[src/rtl/spart_tx_if.sv]
// Driver-side parallel bus of the SPART transmitter: write strobe, byte,
// buffer-ready status and the sticky overrun flag.
interface spart_tx_if;
  logic       write;
  logic [7:0] tx_data;
  logic       tbr;
  logic       tx_overrun;

  // A write is taken on a clk edge where write=1 and tbr=1. A write while
  // tbr=0 is dropped and sets tx_overrun. There is no back-pressure beyond tbr.
  modport master (
    output write,
    output tx_data,
    input  tbr,
    input  tx_overrun
  );

  modport slave (
    input  write,
    input  tx_data,
    output tbr,
    output tx_overrun
  );
endinterface

[src/rtl/spart_tx.sv]
// SPART serial transmitter: one-byte holding register feeding an 8N1 shifter
// paced by tx_enable. Define SPART_TX_PARITY_EN for an even-parity bit (8E1).
module spart_tx #(
  parameter int OVERSAMPLE = 16
) (
  input  logic       clk,
  input  logic       rst,
  input  logic       tx_enable,
  spart_tx_if.slave  bus,
  output logic       txd,
  output logic       tx_busy,
  output logic [2:0] dbg_state
);

`ifdef SPART_TX_PARITY_EN
  typedef enum logic [2:0] {
    ST_IDLE   = 3'd0,
    ST_START  = 3'd1,
    ST_DATA   = 3'd2,
    ST_PARITY = 3'd3,
    ST_STOP   = 3'd4
  } state_t;
`else
  typedef enum logic [2:0] {
    ST_IDLE  = 3'd0,
    ST_START = 3'd1,
    ST_DATA  = 3'd2,
    ST_STOP  = 3'd4
  } state_t;
`endif

  localparam logic [3:0] TICK_LAST = 4'(OVERSAMPLE - 1);

  state_t     state, state_d;
  logic [7:0] hold;
  logic       hold_full, hold_full_d;
  logic [7:0] shift, shift_d;
  logic [3:0] tick, tick_d;
  logic [2:0] bidx, bidx_d;
  logic       txd_q, txd_d;
  logic       overrun_q;
  logic       transfer;
  logic       bit_end;
  logic       accept;
`ifdef SPART_TX_PARITY_EN
  logic       par_q, par_d;
`endif

  assign bit_end = tx_enable && (tick == TICK_LAST);
  assign accept  = bus.write && !hold_full;

  always_comb begin
    state_d  = state;
    tick_d   = tick;
    bidx_d   = bidx;
    shift_d  = shift;
    transfer = 1'b0;

    // The tick counter only advances on baud ticks and wraps at bit end.
    if (state != ST_IDLE && tx_enable) begin
      tick_d = bit_end ? 4'd0 : tick + 4'd1;
    end

    case (state)
      ST_IDLE: begin
        if (hold_full) begin
          transfer = 1'b1;
          state_d  = ST_START;
          tick_d   = 4'd0;
          bidx_d   = 3'd0;
        end
      end
      ST_START: begin
        if (bit_end) state_d = ST_DATA;
      end
      ST_DATA: begin
        if (bit_end) begin
          shift_d = {1'b0, shift[7:1]};
          bidx_d  = bidx + 3'd1;
          if (bidx == 3'd7) begin
`ifdef SPART_TX_PARITY_EN
            state_d = ST_PARITY;
`else
            state_d = ST_STOP;
`endif
          end
        end
      end
`ifdef SPART_TX_PARITY_EN
      ST_PARITY: begin
        if (bit_end) state_d = ST_STOP;
      end
`endif
      ST_STOP: begin
        if (bit_end) begin
          // A byte already waiting starts immediately, with no idle gap.
          if (hold_full) begin
            transfer = 1'b1;
            state_d  = ST_START;
            bidx_d   = 3'd0;
          end else begin
            state_d = ST_IDLE;
          end
        end
      end
      default: state_d = ST_IDLE;
    endcase

    if (transfer) shift_d = hold;
  end

  always_comb begin
    hold_full_d = hold_full;
    if (transfer)    hold_full_d = 1'b0;
    else if (accept) hold_full_d = 1'b1;
  end

`ifdef SPART_TX_PARITY_EN
  assign par_d = transfer ? ^hold : par_q;
`endif

  // txd is registered from the next state so the line moves on the same
  // edge as the state change and never sees a combinational input path.
  always_comb begin
    txd_d = 1'b1;
    case (state_d)
      ST_START:  txd_d = 1'b0;
      ST_DATA:   txd_d = shift_d[0];
`ifdef SPART_TX_PARITY_EN
      ST_PARITY: txd_d = par_d;
`endif
      default:   txd_d = 1'b1;
    endcase
  end

  always_ff @(posedge clk or posedge rst) begin
    if (rst) begin
      state     <= ST_IDLE;
      hold      <= 8'h00;
      hold_full <= 1'b0;
      shift     <= 8'h00;
      tick      <= 4'd0;
      bidx      <= 3'd0;
      txd_q     <= 1'b1;
      overrun_q <= 1'b0;
    end else begin
      state     <= state_d;
      hold_full <= hold_full_d;
      shift     <= shift_d;
      tick      <= tick_d;
      bidx      <= bidx_d;
      txd_q     <= txd_d;
      if (accept) hold <= bus.tx_data;
      if (bus.write && hold_full) overrun_q <= 1'b1;
    end
  end

`ifdef SPART_TX_PARITY_EN
  always_ff @(posedge clk or posedge rst) begin
    if (rst) par_q <= 1'b0;
    else     par_q <= par_d;
  end
`endif

  assign txd            = txd_q;
  assign tx_busy        = (state != ST_IDLE);
  assign bus.tbr        = !hold_full;
  assign bus.tx_overrun = overrun_q;
  assign dbg_state      = state;

endmodule

[src/flat_wrapper.sv]
// flat-port wrapper written by rule: the top's interface ports become plain ports
module spart_tx_flat 
#(
  parameter int OVERSAMPLE = 16
)
  (clk, rst, tx_enable, txd, tx_busy, dbg_state, bus_write, bus_tx_data, bus_tbr, bus_tx_overrun);
  spart_tx_if bus_i ();
  input  logic clk;
  input  logic rst;
  input  logic tx_enable;
  output logic txd;
  output logic tx_busy;
  output logic [2:0] dbg_state;
  input wire logic [$bits(bus_i.write)-1:0] bus_write;
  input wire logic [$bits(bus_i.tx_data)-1:0] bus_tx_data;
  output wire logic [$bits(bus_i.tbr)-1:0] bus_tbr;
  output wire logic [$bits(bus_i.tx_overrun)-1:0] bus_tx_overrun;
  assign bus_i.write = bus_write;
  assign bus_i.tx_data = bus_tx_data;
  assign bus_tbr = bus_i.tbr;
  assign bus_tx_overrun = bus_i.tx_overrun;
  spart_tx #(.OVERSAMPLE(OVERSAMPLE)) u_core (.clk(clk), .rst(rst), .tx_enable(tx_enable), .bus(bus_i), .txd(txd), .tx_busy(tx_busy), .dbg_state(dbg_state));
endmodule
[config.mk]
export PLATFORM = sky130hd
export DESIGN_NAME = spart_tx_flat
export DESIGN_NICKNAME = d
export VERILOG_FILES = /design/src/rtl/spart_tx_if.sv /design/src/rtl/spart_tx.sv /design/src/flat_wrapper.sv
export SDC_FILE = /design/constraint.sdc
export NUM_CORES = 1
export LEC_CHECK = 0
export CAP_MARGIN = 20
export CORE_MARGIN = 3
export CORE_UTILIZATION = 47
export CTS_CLUSTER_DIAMETER = 50
export CTS_CLUSTER_SIZE = 28
export DETAILED_ROUTE_END_ITERATION = 8
export PLACE_DENSITY = 0.79
export SYNTH_ARGS = -nofsm -noshare
export SYNTH_HDL_FRONTEND = slang
export SYNTH_SLANG_ARGS = --single-unit
[constraint.sdc]
create_clock -name clk -period 1.8 [get_ports clk]
set_clock_uncertainty 0.1 [all_clocks]
set_input_delay 0.54 -clock clk [delete_from_list [all_inputs] [get_ports clk]]
set_output_delay 0.54 -clock clk [all_outputs]
set_load 0.02 [all_outputs]
---- After elaboration in Yosys (flattened, before gate mapping) ----
Cells that the tools add are included.
word-level totals
  output and inout bits ................... 7
  memories kept ........................... 0
  input port bits ......................... 12
  bits in writable memories ............... 0
  memory bits (read-only) ................. 0
  register bits after elaboration ......... 29
  latch bits .............................. 0
cells by class
  muxes and demuxes ....................... 24
  reduce and logical (&&, ||, !) cells .... 13
  add/subtract/negate cells ............... 2
  bitwise operators ....................... 0
  $lt $le $gt $ge ......................... 0
  multiply operators ...................... 0
  divide/modulo/power cells ............... 0
  equal/unequal tests ..................... 9
  shift-type cells ........................ 0
operator list
  cell                                                    number
  2-to-1 mux 3 bit                                        8
  2-to-1 mux 8 bit                                        3
  2-to-1 mux 4 bit                                        4
  one-hot mux 3 bit (4 select lines)                      1
  one-hot mux 3 bit (3 select lines)                      1
  equality test 3 x 1 -> 1 bit (second input constant)    2
  equality test 3 x 2 -> 1 bit (second input constant)    2
  equality test 3 bit (second input constant)             2
  nonzero test 2 bit                                      3
  nonzero test 3 bit                                      2
  2-to-1 mux 1 bit                                        5
  adder 4 x 1 -> 4 bit (second input constant)            1
  equality test 4 bit (second input constant)             1
  logical AND 1 bit                                       4
  inequality test 2 x 1 -> 1 bit (second input constant)  2
  one-hot mux 1 bit (2 select lines)                      2
  adder 3 x 1 -> 3 bit (second input constant)            1
  zero test 3 bit                                         1
  AND reduction 3 bit                                     1
  AND reduction 2 bit                                     1
  zero test 1 bit                                         1

---- Depth between registers and ports, before layout ----
Gate-level depths: netlist of the first run.
  depth in word-level cells ............... 6
  depth in mapped cells ................... 7

---- Worst setup path after synthesis of the first run ----
Ideal clock, no wire load.
  path type ............................... flip-flop to flip-flop
  from .................................... register u_core.tick[0]
  to ...................................... register u_core.shift[1]
  arrival time ............................ 1.679 ns
  setup slack ............................. -0.118 ns
  cell stages (with the launch flop) ...... 8
  cell sequence ........................... dfrtp_1 > ha_1 > nand4_2 > or4_1 > buf_2 > buf_6 > mux2i_1 > o21ai_0
on the way
  cells in the longest elaborated chain, start to end .. 6
  elaborated cells on any way between the ends .. 8
  those cells by class .................... eq/ne: 1; mux: 3; reduce/logical: 4
ends and longest elaborated chain
  element                             RTL line         RTL
  from (decl)                         spart_tx.sv:38   logic [3:0] tick, tick_d;
  from (signal assigned)              spart_tx.sv:150  tick <= tick_d;
  equality test 4 bit (*)             spart_tx.sv:49   assign bit_end = tx_enable && (tick == TICK_LAST);
  logical AND 1 bit (*)               spart_tx.sv:49
  2-to-1 mux 1 bit                    spart_tx.sv:95   if (bit_end) begin
  one-hot mux 1 bit (2 select lines)  spart_tx.sv:64   case (state)
  nonzero test 2 bit (no line)        -
  AND reduction 2 bit (no line)       -
  to (signal assigned)                spart_tx.sv:149  shift <= shift_d;
  to (decl)                           spart_tx.sv:37   logic [7:0] shift, shift_d;
Every way passes the cells marked *; elsewhere a longest branch is shown, timed or not.
A chain may end at the register's enable or synchronous reset.

---- Worst setup path in the final report of the first run ----
  from .................................... register u_core.state[2], in the netlist u_core.dbg_state[2]
  to ...................................... output tx_busy
on the way
  cells in the longest elaborated chain, start to end .. 1
ends and longest elaborated chain
  element                 RTL line            RTL
  from (decl)             spart_tx.sv:34      state_t state, state_d;
  from (signal assigned)  spart_tx.sv:147     state <= state_d;
  nonzero test 3 bit      spart_tx.sv:166     assign tx_busy = (state != ST_IDLE);
  to (decl)               flat_wrapper.sv:12  output logic tx_busy;
Every way passes these cells.

==> impl_results.md, run 1 <==
- Synth Area in Compound Gates: roughly 15%
- Share of cells above drive strength 1: between 20 and 30%
- Filler cells: approximately 220
- Die Y-Extent: about 60 um
- Clock root buffer: clkbuf_4
- Area leader, netlist: dfrtp_1
- Area of the multi-input gates: 584 sq um
- F_max: 549 MHz
- Slew Limit Headroom: 76.9%
- Cell Rows: 18
- N_diodes: 0
- Layout area overhead: 31.5%
- Final Max Tran Viols: 0
- Leak: 0.800 nW
- CORE AREA: ~2600 sq um
- H-tree depth: 2
- Inserted Clock Buffers: 5
- Nets: roughly 170
- DP HPWL: between 1500 and 2000 um
- Simple-gate share of the synthesized area: a little over a tenth
- CP startpoint kind: flop
- Initial core utilization: between 50% and 60%
- Crit path cell chain: nor3_4 -> inv_2 -> buf_6
- First-pass GRT wire length: about 4200 um
- Worst-Margin Slew: between 0.3 and 0.4 ns
- CTS tree: yes
- Yosys top cell area share: between 50% and 60%
- Gpl congestion: roughly 0.75
- #FFs+latches synth: 29
- # IOs: 19
- Initial antenna violation count: 0
- CP Max Fanout: 2
- Largest family of logic cells by synthesized area: compound AO/OA/AOI/OAI gates
- P per Cell Area: between 1000 and 1500 nW/um^2
- Detailed-router iteration count before antenna repair: 4
- Syn. warnings: 0
- Mapped Nets: about 130
- Max-cap violations: 0
- Adder-Cell Fraction of Synth Area: approximately 2.9%
- Fin crit share: 101%
- Max clock buf depth: 2
- Setup crit end kind: output pin
- Final WS setup: -0.0211 ns
- Via count: approximately 1.0k
- CTS clk-pin slew, worst paths: approximately 0.09 ns
- Clk sinks: 29
- CP peak stage delay: ~0.44 ns
- Mux cell area share after synthesis: about 12%
- Violated checks: setup timing
- Remaining Overflow, GRT: 0
- Routed Antenna Nets: 0
- GR Util All Layers: about 17%
- Critical path data required time: 1.16 ns
- Final hold viol count: 0
- Vias in the first global route: 998
- Die Span X: 58.9 um
- Vias per cell: ~5.5
- # setup viols final: 1
- Post-route DRC: 0
- Pre-CTS worst setup slack: -0.526 ns
- Post-synthesis xor/xnor area fraction: 0%
- Mean Syn Cell Area: approximately 11 sq um
- Ranking of synthesized cells by area: dfrtp_1 (53%), mux2i_1 (6.1%), mux2_2 (6.0%), o21ai_0 (4.6%), nand2_1 (4.3%)
- Die area: roughly 3500 sq um
- Largest net degree at the start of global routing: 30
- Post-synthesis sequential area ratio: between 50% and 60%
- Max IR drop VDD: ~1200 uV
- Arr. time, crit path: about 1.2 ns
- Number of buffers added to fix hold violations after cts: 0
- Final TNS setup: -0.0211 ns
- Final core area utilization: between 60% and 70%
- Fin Hold WS: between 0.3 and 0.4 ns
- Netlist cell types: 33
- Status: complete, but fails checks
- Worst Setup Path Type: reg -> out
- Synth Cell Area: 1310 sq um
- WL/cell: around 14 um
- IO Port Bufs: 18
- Detailed Route WL: ~2600 um
- FF/Latch Area: about 730 sq um
- Worst hold path type: reg -> reg
- Post-Syn Instances: approximately 120
- Final min period: around 1.8 ns
- Iteration-0 DRC Markers: 26
- Slowest stage cell, crit path: dfrtp_2
- Worst skew pair latency: around 0.32 ns
- RSZ-0062 raised after global routing: yes
cell type report:
| cell class | instances | area share [%] |
|---|---|---|
| clock inverters | 1 | 0.290 |
| well taps | 30 | 2.17 |
| clock buffers | 7 | 2.61 |
| inverters | 7 | 1.52 |
| repair buffers | 35 | 17.5 |
| multi-input cells | 78 | 33.8 |
| flip-flops and latches | 29 | 42.1 |
cells by family (layout without fill, tap and decap cells):
family,after synthesis,after routing
fa+ha+maj,3,3
compound gates,30,30
simple gates,29,30
buf+inv,12,50
mux,15,15
flops,29,29
per-layer routing:
| metal | vias to the layer above | GRT usage [%] | share of wire [%] |
|---|---|---|---|
| li1 | 502 | - | - |
| met1 | 495 | 18.6 | 42 |
| met2 | 29 | 28.4 | 51 |
| met3 | 4 | 6.80 | 6.1 |
| met4 | 0 | 7.12 | 1.1 |
| met5 | - | 0 | 0 |
Yosys cell counts, drive strengths merged:
cell type and count:
a211o 2, a211oi 1, a21o 1, a21oi 4, a221oi 1, a22o 2, a22oi 1, a31oi 2
and4 1, buf 2, clkbuf 3, dfrtp 28, dfstp 1, ha 3, inv 7, mux2 7
mux2i 8, nand2 15, nand2b 1, nand3 3, nand4 1, nand4b 1, nor2 3, nor2b 1
nor3 1, o21ai 12, o21bai 1, o22ai 2, o31a 1, or3 1, or4 1
critical path: cells and delay by family (launching register included):
family        cells  cell delay [ns]
buf+inv           2             0.19
flops             1             0.44
simple gates      1             0.24
state kept, by name (all words and copies together), names as in the netlist:
register and count:
u_core.bus.tx_overrun 1, u_core.tick 4, u_core.txd 1, u_core.hold_full 1
u_core.bidx 3, u_core.shift 8, u_core.hold 8, u_core.dbg_state 3
through the flow:
step / total power, W / area (sq um) / instances
floorplan: 0.00154 / 1360 / 118
global placement: 0.00183 / 1660 / 176
detailed placement: 0.00189 / 1660 / 176
CTS: 0.00225 / 1710 / 186
global route: 0.00241 / 1730 / 187
finish: 0.00225 / 1730 / 187
cells in the final DEF (no fill, tap or decap), types with 2 or more instances in the layout:
cell and n:
clkbuf_4 5, a21oi_1 4, a31oi_1 2, or4_4 2
buf_6 2, a22o_1 2, o22ai_1 2, nand2_1 15
buf_4 15, mux2_2 7, clkdlybuf4s50_1 10, o21ai_0 12
dfrtp_1 27, dlygate4sd2_1 3, nor2_1 3, nand3_1 3
clkbuf_1 2, buf_2 3, mux2i_1 7, ha_1 2
a211o_1 2, inv_2 2, inv_1 5
final timing paths:
kind                                                   startpoint                                 to  slack, ns  depth (start not counted)
worst min-delay path            u_core.bus.tx_overrun$_DFFE_PP0P_  u_core.bus.tx_overrun$_DFFE_PP0P_       0.37                          1
worst min register to register  u_core.bus.tx_overrun$_DFFE_PP0P_  u_core.bus.tx_overrun$_DFFE_PP0P_       0.37                          1
worst max-delay path                u_core.dbg_state[2]$_DFF_PP0_                            tx_busy      -0.02                          3
worst max register to register      u_core.dbg_state[2]$_DFF_PP0_          u_core.shift[0]$_DFF_PP0_       0.04                          4
max in group asynchronous                                     rst               u_core.txd$_DFF_PP1_       0.92                          3
min in group asynchronous                                     rst        u_core.shift[7]$_DFFE_PP0P_       0.44                          3
power by group:
group	leakage (nW)	switching, W	total, W	internal (W)
sequential	0.351	0.000153	0.00105	0.000899
combinational	0.420	0.000390	0.000835	0.000445
clock	0.0293	0.000214	0.000366	0.000152
repair_timing:
item / 4_1_cts / 5_1_grt
gates cloned: 1 / 0
pin swaps: 3 / 2
gates resized for setup: 24 / 6
buffers inserted: 1 / 1
setup endpoints to repair: 20 / 7
(Power assumes the default switching activity.)
==> inputs of run 2 (changes only) <==
--- a/config.mk
+++ b/config.mk
@@ -6,11 +6,12 @@
 export NUM_CORES = 1
 export LEC_CHECK = 0
 export CAP_MARGIN = 20
-export CORE_MARGIN = 3
+export CORE_MARGIN = 1.5
 export CORE_UTILIZATION = 47
 export CTS_CLUSTER_DIAMETER = 50
 export CTS_CLUSTER_SIZE = 28
 export DETAILED_ROUTE_END_ITERATION = 8
+export MAX_ROUTING_LAYER = met4
 export PLACE_DENSITY = 0.79
 export SYNTH_ARGS = -nofsm -noshare
 export SYNTH_HDL_FRONTEND = slang
==> run 2 against run 1 <==
Effect of this change: the flow still finishes with violations (setup timing); maximum frequency hardly changed; final cell count is 1.6% higher; combinational power is 3.2% higher; global-route usage is 3.0 points higher; flip-flop and latch count stayed put; sequential share of layout area is 0.87 points lower; first-iteration DRC count is 23% lower; non-clock buffer count is 3 higher; setup slack worse by 0.00074 ns; routed wire length is 3.7% higher; clock power is 2% higher; highest routed layer unchanged.
==> impl_results.md, run 2 (synthesized netlist as in run 1, its figures left out) <==
- Status: complete, but fails checks (unchanged)
- Violated checks: setup timing (unchanged)
- Die Y-Extent: 55.9 um (was 58.9 um)
- Via count: 1057 (was 1030)
- Post-route DRC: 0 (unchanged)
- P per Cell Area: 1290 nW/um^2 (was 1300 nW/um^2)
- Internal cell power: 0.00151 W (was 0.00150 W)
- Initial antenna violation count: 0 (unchanged)
- Fin crit share: 101% (about the same)
- Final Max Tran Viols: 0 (unchanged)
- First-pass GRT wire length: 4620 um (was 4230 um)
- Die Span X: 55.9 um (was 58.9 um)
- R2r endpoint: u_core.shift[0]$_DFF_PP0_ (unchanged)
- Final hold viol count: 0 (unchanged)
- Nets: 174 (was 171)
- DP HPWL: 1880 um (was 1830 um)
- Sw Share: 34.0% (was 33.6%)
- Logic pwr share: 37.8% (was 37.1%)
- GR Util All Layers: 19.8% (was 16.8%)
- Critical path data required time: 1.16 ns (about the same)
- IO Port Bufs: 18 (unchanged)
- Iteration-0 DRC Markers: 20 (was 26)
- Max IR drop VDD: 927 uV (was 1150 uV)
- # IOs: 19 (unchanged)
- Top Registers: u_core.hold x8, u_core.shift x8, u_core.tick x4 (unchanged)
- Detailed-router iteration count before antenna repair: 4 (unchanged)
- Critical Path Sink: tx_busy (unchanged)
- Worst-Margin Slew: 0.370 ns (was 0.346 ns)
- F_max: 549 MHz (about the same)
- Max clock buf depth: 2 (unchanged)
- Die area: 3120 sq um (was 3470 sq um)
- Initial core utilization: 51.2% (unchanged)
- Slowest stage cell, crit path: dfrtp_1 (was dfrtp_2)
- Clk sinks: 29 (unchanged)
- CORE AREA: 2570 sq um (unchanged)
- Gpl congestion: 0.791 (was 0.751)
- Clock root buffer: clkbuf_4 (unchanged)
- Most frequent cells in the layout: dfrtp_1 (27), buf_4 (18), nand2_1 (15) (was dfrtp_1 (27), nand2_1 (15), buf_4 (15))
- Cell Rows: 18 (unchanged)
- CP startpoint kind: flop (unchanged)
- Share of cells above drive strength 1: 31.3% (was 29.3%)
- RSZ-0062 raised after global routing: yes (unchanged)
- H-tree depth: 2 (unchanged)
- Register share of total power: 45.9% (was 46.7%)
- R2R Setup Slk: 0.04 ns (about the same)
- Remaining Overflow, GRT: 0 (unchanged)
- Detailed Route WL: 2650 um (was 2560 um)
- # setup viols final: 1 (unchanged)
- Crit Reg-Reg Startpoint: u_core.tick[1]$_DFF_PP0_ (was u_core.dbg_state[2]$_DFF_PP0_)
- Worst Setup Path Type: reg -> out (unchanged)
- Max-cap violations: 0 (unchanged)
- N_diodes: 0 (unchanged)
- Slew Limit Headroom: 75.3% (was 76.9%)
- Crit path cell chain: nor3_4 -> inv_2 -> buf_6 (unchanged)
- Total power: 0.00228 W (was 0.00225 W)
- CTS tree: yes (unchanged)
- Vias per cell: 5.56 (was 5.51)
- Dpl cell area: 1660 sq um (unchanged)
- Final WS setup: -0.0218 ns (was -0.0211 ns)
- CTS clk-pin slew, worst paths: 0.09 ns (about the same)
- CP peak stage delay: 0.42 ns (was 0.44 ns)
- Routed Antenna Nets: 0 (unchanged)
- Reg2Reg Depth: 5 (was 4)
- Worst hold path type: in -> async (was reg -> reg)
- Final instance area: 1760 sq um (was 1730 sq um)
- WL/cell: 14.0 um (was 13.7 um)
- Number of buffers added to fix hold violations after cts: 0 (unchanged)
- CP Max Fanout: 2 (unchanged)
- Layout area overhead: 34.3% (was 31.5%)
- Net load switching power: 0.000777 W (was 0.000757 W)
- Final min period: 1.82 ns (about the same)
- Setup crit end kind: output pin (unchanged)
- Worst skew pair latency: 0.33 ns (was 0.32 ns)
- Leak: 0.824 nW (was 0.800 nW)
- Vias in the first global route: 1058 (was 998)
- Commonest non-fill, non-tap cell in the layout: dfrtp_1 (unchanged)
- Inserted Clock Buffers: 5 (unchanged)
- Arr. time, crit path: 1.18 ns (about the same)
- Largest net degree at the start of global routing: 26 (was 30)
- Clk pwr share: 16.3% (was 16.2%)
- Crit path launch: u_core.dbg_state[1]$_DFF_PP0_ (was u_core.dbg_state[2]$_DFF_PP0_)
[run 2: how the worst min path moves through the flow]
stage | from | cells after the start | end | slack, ns
2_1_floorplan | u_core.hold[1]$_DFFE_PP0P_ | 2 | u_core.shift[1]$_DFFE_PP0P_ | 0.35
3_3_place_gp | u_core.bus.tx_overrun$_DFFE_PP0P_ | 1 | u_core.bus.tx_overrun$_DFFE_PP0P_ | 0.34
3_5_place_dp | u_core.bus.tx_overrun$_DFFE_PP0P_ | 1 | u_core.bus.tx_overrun$_DFFE_PP0P_ | 0.35
4_1_cts | rst | 2 | u_core.hold[5]$_DFFE_PP0P_ | 0.32
5_1_grt | rst | 2 | u_core.hold[5]$_DFFE_PP0P_ | 0.33
6_report | rst | 2 | u_core.hold[5]$_DFFE_PP0P_ | 0.32
[run 2: power groups by stage]
stage | clock [W] | sequential (W) | combinational (W)
4_1_cts | 0.000390 | 0.00105 | 0.000824
3_5_place_dp | 0 | 0.00106 | 0.000833
2_1_floorplan | 0 | 0.00107 | 0.000470
3_3_place_gp | 0 | 0.00104 | 0.000788
6_report | 0.000372 | 0.00105 | 0.000862
5_1_grt | 0.000410 | 0.00108 | 0.000959
[run 2: worst max-delay path, delay by kind of cell (launching register included)]
kind	cells	cell delay (ns)
buffers and inverters	2	0.19
DFF	1	0.42
and+or+nand+nor	1	0.25
[run 2: what timing repair did]
item                                    in CTS  in global routing
buffers inserted                             1                  4
resized for setup                           25                  9
pin swaps                                    3                  3
gates cloned                                 1                  0
endpoints found under the setup margin      18                 12
[run 2: final cells by class]
cell class | count | area, sq um
Fill cell | 218 | 803
Sequential cell | 29 | 728
Multi-Input combinational cell | 78 | 584
Timing Repair Buffer | 38 | 337
Clock buffer | 6 | 41.3
Tap cell | 30 | 37.5
Inverter | 7 | 26.3
Clock inverter | 2 | 10.0
[run 2: layer usage]
metal / GRT usage [%] / share of wire [%]
met1: 23.2 / 43
met2: 31.6 / 49
met3: 6.98 / 5.9
met4: 7.14 / 1.6
met5: - / 0
[run 2: stage by stage]
stage	utilization (%)	std cells	setup slack (ns)	TNS [ns]	hold slack, ns
after global placement	64.5	176	-0.467	-6.74	0.339
after global routing	68.7	190	-0.101	-0.174	0.335
after detailed placement	64.5	176	-0.509	-7.50	0.345
after floorplan	-	118	-0.0149	-0.0446	0.346
after CTS	66.8	186	-0.0969	-0.0969	0.320
final	68.7	190	-0.0218	-0.0218	0.324
==> inputs of run 3 (changes only) <==
--- a/config.mk
+++ b/config.mk
@@ -7,12 +7,13 @@
 export LEC_CHECK = 0
 export CAP_MARGIN = 20
 export CORE_MARGIN = 1.5
-export CORE_UTILIZATION = 47
+export CORE_UTILIZATION = 35
 export CTS_CLUSTER_DIAMETER = 50
 export CTS_CLUSTER_SIZE = 28
 export DETAILED_ROUTE_END_ITERATION = 8
 export MAX_ROUTING_LAYER = met4
-export PLACE_DENSITY = 0.79
+export PLACE_DENSITY = 0.64
+export SKIP_CTS_REPAIR_TIMING = 1
 export SYNTH_ARGS = -nofsm -noshare
 export SYNTH_HDL_FRONTEND = slang
 export SYNTH_SLANG_ARGS = --single-unit
==> run 3 against run 2 <==
Effect of this change: the run still ends with setup timing left; routed wire length fell by 8.4%; design area rose by 4.3%; sequential power barely moved; clock power rose by 83%; non-clock buffer count fell by 3; count of clock-buffer cells in the layout rose by 1; register-to-register slack barely moved; total power rose by 12%; die area rose by 32%; worst hold slack improved by 0.021 ns; critical path type unchanged; flip-flop and latch count did not move.
==> impl_results.md, run 3 (synthesized netlist as in run 1, its figures left out) <==
- Crit path cell chain: nor3_2 -> buf_4 -> inv_1 -> clkbuf_2 (was nor3_4 -> inv_2 -> buf_6)
- RSZ-0062 raised after global routing: yes (unchanged)
- Vias per cell: 4.87 (was 5.56)
- Die area: 4130 sq um (was 3120 sq um)
- M2 GR Usage: 20.6% (was 31.6%)
- Pre-CTS worst setup slack: -0.496 ns (was -0.509 ns)
- Critical path data required time: 1.16 ns (about the same)
- CP Max Fanout: 2 (unchanged)
- CP startpoint kind: flop (unchanged)
- H-tree depth: 2 (unchanged)
- Top Usage Layer GRT: met2 (unchanged)
- Via count: 998 (was 1057)
- # IOs: 19 (unchanged)
- Remaining Overflow, GRT: 0 (unchanged)
- Detailed-router iteration count before antenna repair: 4 (unchanged)
- Arr. time, crit path: 1.17 ns (was 1.18 ns)
- Worst hold path type: reg -> reg (was in -> async)
- Largest delay share family, worst path: flip-flops (unchanged)
- # setup viols final: 1 (unchanged)
- Final Max Tran Viols: 0 (unchanged)
- Final WS setup: -0.0116 ns (was -0.0218 ns)
- Status: complete, but fails checks (unchanged)
- Commonest non-fill, non-tap cell in the layout: dfrtp_1 (unchanged)
- Leak: 0.900 nW (was 0.824 nW)
- Detailed Route WL: 2430 um (was 2650 um)
- Iteration-0 DRC Markers: 44 (was 20)
- N_diodes: 0 (unchanged)
- R2r endpoint: u_core.bidx[0]$_DFFE_PP0P_ (was u_core.shift[0]$_DFF_PP0_)
- Cell Rows: 22 (was 18)
- Initial antenna violation count: 0 (unchanged)
- Post-route DRC: 0 (unchanged)
- Final instance area: 1840 sq um (was 1760 sq um)
- Setup crit end kind: output pin (unchanged)
- Clk sinks: 29 (unchanged)
- Filler cells: 337 (was 218)
- Layout area overhead: 40.0% (was 34.3%)
- IO Port Bufs: 18 (unchanged)
- Die Span X: 64.3 um (was 55.9 um)
- Worst Setup Path Type: reg -> out (unchanged)
- First-pass GRT wire length: 4020 um (was 4620 um)
- Final hold viol count: 0 (unchanged)
- Slew Limit Headroom: 77.4% (was 75.3%)
- Reg2Reg Depth: 4 (was 5)
- Vias in the first global route: 944 (was 1058)
- P per Cell Area: 1400 nW/um^2 (was 1290 nW/um^2)
- Most frequent cells in the layout: dfrtp_1 (27), buf_4 (16), nand2_1 (15) (was dfrtp_1 (27), buf_4 (18), nand2_1 (15))
- Clock root buffer: clkbuf_8 (was clkbuf_4)
- Violated checks: setup timing (unchanged)
- Inserted Clock Buffers: 5 (unchanged)
- WL/cell: 11.8 um (was 14.0 um)
- Top Registers: u_core.hold x8, u_core.shift x8, u_core.tick x4 (unchanged)
- Max-cap violations: 0 (unchanged)
- Fin crit share: 101% (about the same)
- R2R Setup Slk: 0.05 ns (was 0.04 ns)
- Max clock buf depth: 2 (unchanged)
- CP Depth: 4 (was 3)
- Worst path buffer plus inverter count: 3 (was 2)
- Dpl cell area: 1680 sq um (was 1660 sq um)
- Fin cells: 205 (was 190)
- Initial core utilization: 36.2% (was 51.2%)
- CP peak stage delay: 0.39 ns (was 0.42 ns)
- Worst skew pair latency: 0.27 ns (was 0.33 ns)
- Largest net degree at the start of global routing: 30 (was 26)
- Final min period: 1.81 ns (was 1.82 ns)
- Worst-Margin Slew: 0.339 ns (was 0.370 ns)
- Die Y-Extent: 64.3 um (was 55.9 um)
- CTS tree: yes (unchanged)
- DP HPWL: 1700 um (was 1880 um)
- Nets: 171 (was 174)
- Critical Path Sink: tx_busy (unchanged)
- Crit Reg-Reg Startpoint: u_core.dbg_state[0]$_DFF_PP0_ (was u_core.tick[1]$_DFF_PP0_)
- Max IR drop VDD: 696 uV (was 927 uV)
- Routed Antenna Nets: 0 (unchanged)
- Crit path launch: u_core.dbg_state[0]$_DFF_PP0_ (was u_core.dbg_state[1]$_DFF_PP0_)
- CORE AREA: 3630 sq um (was 2570 sq um)
- F_max: 552 MHz (was 549 MHz)
- Gpl congestion: 0.800 (was 0.791)
- CTS clk-pin slew, worst paths: 0.06 ns (was 0.09 ns)
- Post-Place Cells: 194 (was 176)
- GR Util All Layers: 13.2% (was 19.8%)
- M1 GR Usage: 15.2% (was 23.2%)
- Slowest stage cell, crit path: dfrtp_1 (unchanged)
- Share of cells above drive strength 1: 26.8% (was 31.3%)
- Met3 Resource Use GR: 4.75% (was 6.98%)
run 3: cell types whose count changed in the layout (fill, tap and decap cells not counted), sizes merged:
cell | before | now
dlygate4sd2 | 3 | 0
clkdlybuf4s15 | 1 | 0
bufinv | 0 | 1
buf | 24 | 17
clkbuf | 6 | 8
dlymetal6s2s | 0 | 7
clkinv | 2 | 0
run 3: worst min path at each step:
stage	from	endpoint	slack [ns]	cells after the start
final	u_core.bus.tx_overrun$_DFFE_PP0P_	u_core.bus.tx_overrun$_DFFE_PP0P_	0.35	1
after global routing	u_core.bus.tx_overrun$_DFFE_PP0P_	u_core.bus.tx_overrun$_DFFE_PP0P_	0.39	1
after CTS	u_core.bus.tx_overrun$_DFFE_PP0P_	u_core.bus.tx_overrun$_DFFE_PP0P_	0.36	1
after detailed placement	u_core.bus.tx_overrun$_DFFE_PP0P_	u_core.bus.tx_overrun$_DFFE_PP0P_	0.34	1
after global placement	u_core.bus.tx_overrun$_DFFE_PP0P_	u_core.bus.tx_overrun$_DFFE_PP0P_	0.34	1
after floorplan	u_core.hold[1]$_DFFE_PP0P_	u_core.shift[1]$_DFFE_PP0P_	0.35	2
run 3: final cells by class:
class                      count  area [sq um]  share of cell area (%)
clock buffer                   7          86.3                    4.69
inverter                       7          26.3                    1.43
multi-input combinational     78           576                    31.3
timing repair buffer          35           333                    18.1
clock inverter                 1          30.0                    1.63
sequential                    29           728                    39.6
tap                           48          60.1                    3.27
run 3: metal layers:
layer / up-vias / wire, um / share of wire, %
met1: 470 / 1130 / 46
met3: 5 / 124 / 5.1
met2: 22 / 1130 / 47
met5: - / 0 / 0
li1: 501 / - / -
met4: 0 / 45 / 1.9
run 3: where the power goes:
group          internal (W)  switching, W
registers          0.000901      0.000146
logic              0.000454      0.000384
clock network      0.000450      0.000232
total               0.00181      0.000762
run 3: per-stage QoR:
step,utilization (%),hold slack (ns),TNS (ns),power [W]
2_1_floorplan,-,0.346,-0.0446,0.00154
4_1_cts,49.4,0.357,-3.24,0.00258
3_3_place_gp,46.2,0.339,-7.08,0.00184
3_5_place_dp,46.2,0.343,-7.58,0.00189
6_report,50.6,0.345,-0.0116,0.00257
5_1_grt,50.6,0.390,-0.0526,0.00275
==> RTL edit (config.mk and constraints of run 1) <==
The option `SPART_TX_PARITY_EN` is turned on by a define.
--- a/src/rtl/spart_tx.sv
+++ b/src/rtl/spart_tx.sv
@@ -1,5 +1,7 @@
 // SPART serial transmitter: one-byte holding register feeding an 8N1 shifter
 // paced by tx_enable. Define SPART_TX_PARITY_EN for an even-parity bit (8E1).
+`define SPART_TX_PARITY_EN
+
 module spart_tx #(
   parameter int OVERSAMPLE = 16
 ) (
Function: no difference found for any inputs over 10 cycles, from zero or initial values and one cycle with rst high; that may be too few to reach the edited logic, so the function may still have changed.
==> RTL edit against run 1 <==
  * The run still ends with negative setup slack left
  * Non-clock buffer count up 1
  * Worst setup slack worse by 0.064 ns
  * Sequential cell count up 1
  * Design area up 8.9%
  * First-iteration DRC count up 19%
  * Total power up 24%
  * Global-route usage up 0.076 points
  * Routed wire length up 17%
  * Area after synthesis up 15%
  * Sequential share of layout area down 2.2 points
  * Largest power group is now combinational cells
  * Die area up 13%
  * Largest cell class unchanged
  * Critical path type unchanged
  * Maximum frequency down 3.4%
==> RTL edit: results (changes against run 1) <==
Outcome
  – Status: finished with violations
  – Violated checks: negative setup slack

Global route
  – Vias in the first global route: 1156 (+16%)
  – Overall fraction of global-route tracks in use: 16.9% (+0.076 points)
  – Largest net degree at the start of global routing: 13 (-57%)
  – Global-route wire length before repair: 5.19 mm (+23%)
  – M2 GR Usage: 26.8% (-1.6 points)
  – Met1 Track Usage GR: 20.7% (+2.1 points)
  – GRT met3 Usage: 4.50% (-2.3 points)

Synth
  – Commonest cells post-synth: dfrtp_1 (29), inv_1 (14), o21ai_1 (12)
  – Top cells by area, synth: dfrtp_1 (48%), mux2_1 (5.2%), xnor2_1 (4.1%)
  – Syn Nets: 154 (+16%)
  – Cell count after synthesis: 139 (+18%)
  – Yosys cell types: 40 (+21%)
  – Post-synthesis sequential area ratio: 49.8% (-5.5 points)

Worst setup path
  – CP max stage delay: 0.39 ns (-0.05 ns)
  – Cell depth of the worst flop-to-flop path: 6 (+2)
  – FF-to-FF Start: u_core.tick[0]$_DFF_PP0_
  – Reg2reg setup slack: 0.15 ns (+0.11 ns)
  – Arrival time worst endpoint: 1.25 ns (+0.07 ns)
  – Slowest library cell on the worst path: dfrtp_1

Route
  – Via density: 5.26 (-4.5%)
  – Via count: 1141 (+11%)
  – Wire length on met1: 1.32 mm (+23%)
  – DR WL met2: 1.49 mm (+15%)
  – Initial DRC count: 31 (+19%)
  – Post-detailed-routing wire length: 2.98 mm (+17%)
  – Met3 wire length: 115 µm (-26%)

Clocking
  – Clk slew on worst S/H paths: 0.11 ns (+0.02 ns)
  – Clock Root Buffer: clkbuf_4
  – Skew-Pair Late Insertion Delay: 0.34 ns (+0.02 ns)
  – Num CTS Buffers: 5 (unchanged)
  – Post-CTS Setup Bufs: 0 (-1)
  – PostCTS Resize Cnt: 20 (-17%)

Finish
  – Share of cells above drive strength 1: 23.4% (-5.9 points)
  – Fillers: 256 (+17%)

Pwr
  – P_leak: 0.845 nW (+5.6%)
  – Psw: 1.04 mW (+38%)
  – Maximum VDD drop: 0.000721 V (-37%)

Timing
  – Fin worst setup slack: -0.0852 ns (-0.0641 ns)
  – Endpoints failing setup: 1 (unchanged)
  – Post-Route Setup TNS: -0.0852 ns (-0.0641 ns)

Place
  – Placed cells: 209 (+19%)
  – DP HPWL: 2.33 mm (+27%)

Min path
  – Worst Hold Class: input port to async pin
-- RTL edit: final cells by class --
type	count	area, µm²	area share [%]
Sequential cell	30	752	40.0
Multi-Input combinational cell	87	654	34.8
Timing Repair Buffer	36	307	16.3
Inverter	14	52.6	2.79
Tap cell	42	52.6	2.79
Clock buffer	6	51.3	2.73
Clock inverter	2	12.5	0.665
-- RTL edit: worst max path at each step --
stage | cells after the start | to | startpoint | slack, ns
after floorplan | 3 | tx_busy | u_core.dbg_state[2]$_DFF_PP0_ | 0.07
after global placement | 6 | u_core.txd$_DFF_PP1_ | tx_enable | -0.36
after detailed placement | 6 | u_core.shift[6]$_DFFE_PP0P_ | tx_enable | -0.42
after CTS | 2 | tx_busy | u_core.dbg_state[0]$_DFF_PP0_ | -0.15
after global routing | 2 | tx_busy | u_core.dbg_state[1]$_DFF_PP0_ | -0.13
final | 2 | tx_busy | u_core.dbg_state[1]$_DFF_PP0_ | -0.09
-- RTL edit: power groups by stage --
stage               registers, mW  clock network (mW)  logic (mW)
floorplan                    1.17                   0       0.840
global placement             1.16                   0        1.15
detailed placement           1.17                   0        1.21
CTS                          1.16               0.446        1.19
global route                 1.20               0.478        1.34
finish                       1.17               0.432        1.20
-- RTL edit: cells by family after synthesis --
| logic type | share of synthesized area (%) |
|---|---|
| buf+inv | 7.37 |
| flops | 49.8 |
| compound gates | 15.2 |
| simple gates | 11.2 |
| fa+ha+maj | 2.49 |
| xor+xnor | 4.64 |
| mux | 9.28 |
-- RTL edit: metrics by stage --
stage | hold WS, ns | utilization [%] | setup WS, ns
after global placement | 0.342 | 62.7 | -0.357
final | 0.350 | 64.9 | -0.0852
after detailed placement | 0.357 | 62.7 | -0.423
after CTS | 0.355 | 64.6 | -0.146
after floorplan | 0.365 | - | 0.0655
after global routing | 0.353 | 64.9 | -0.129
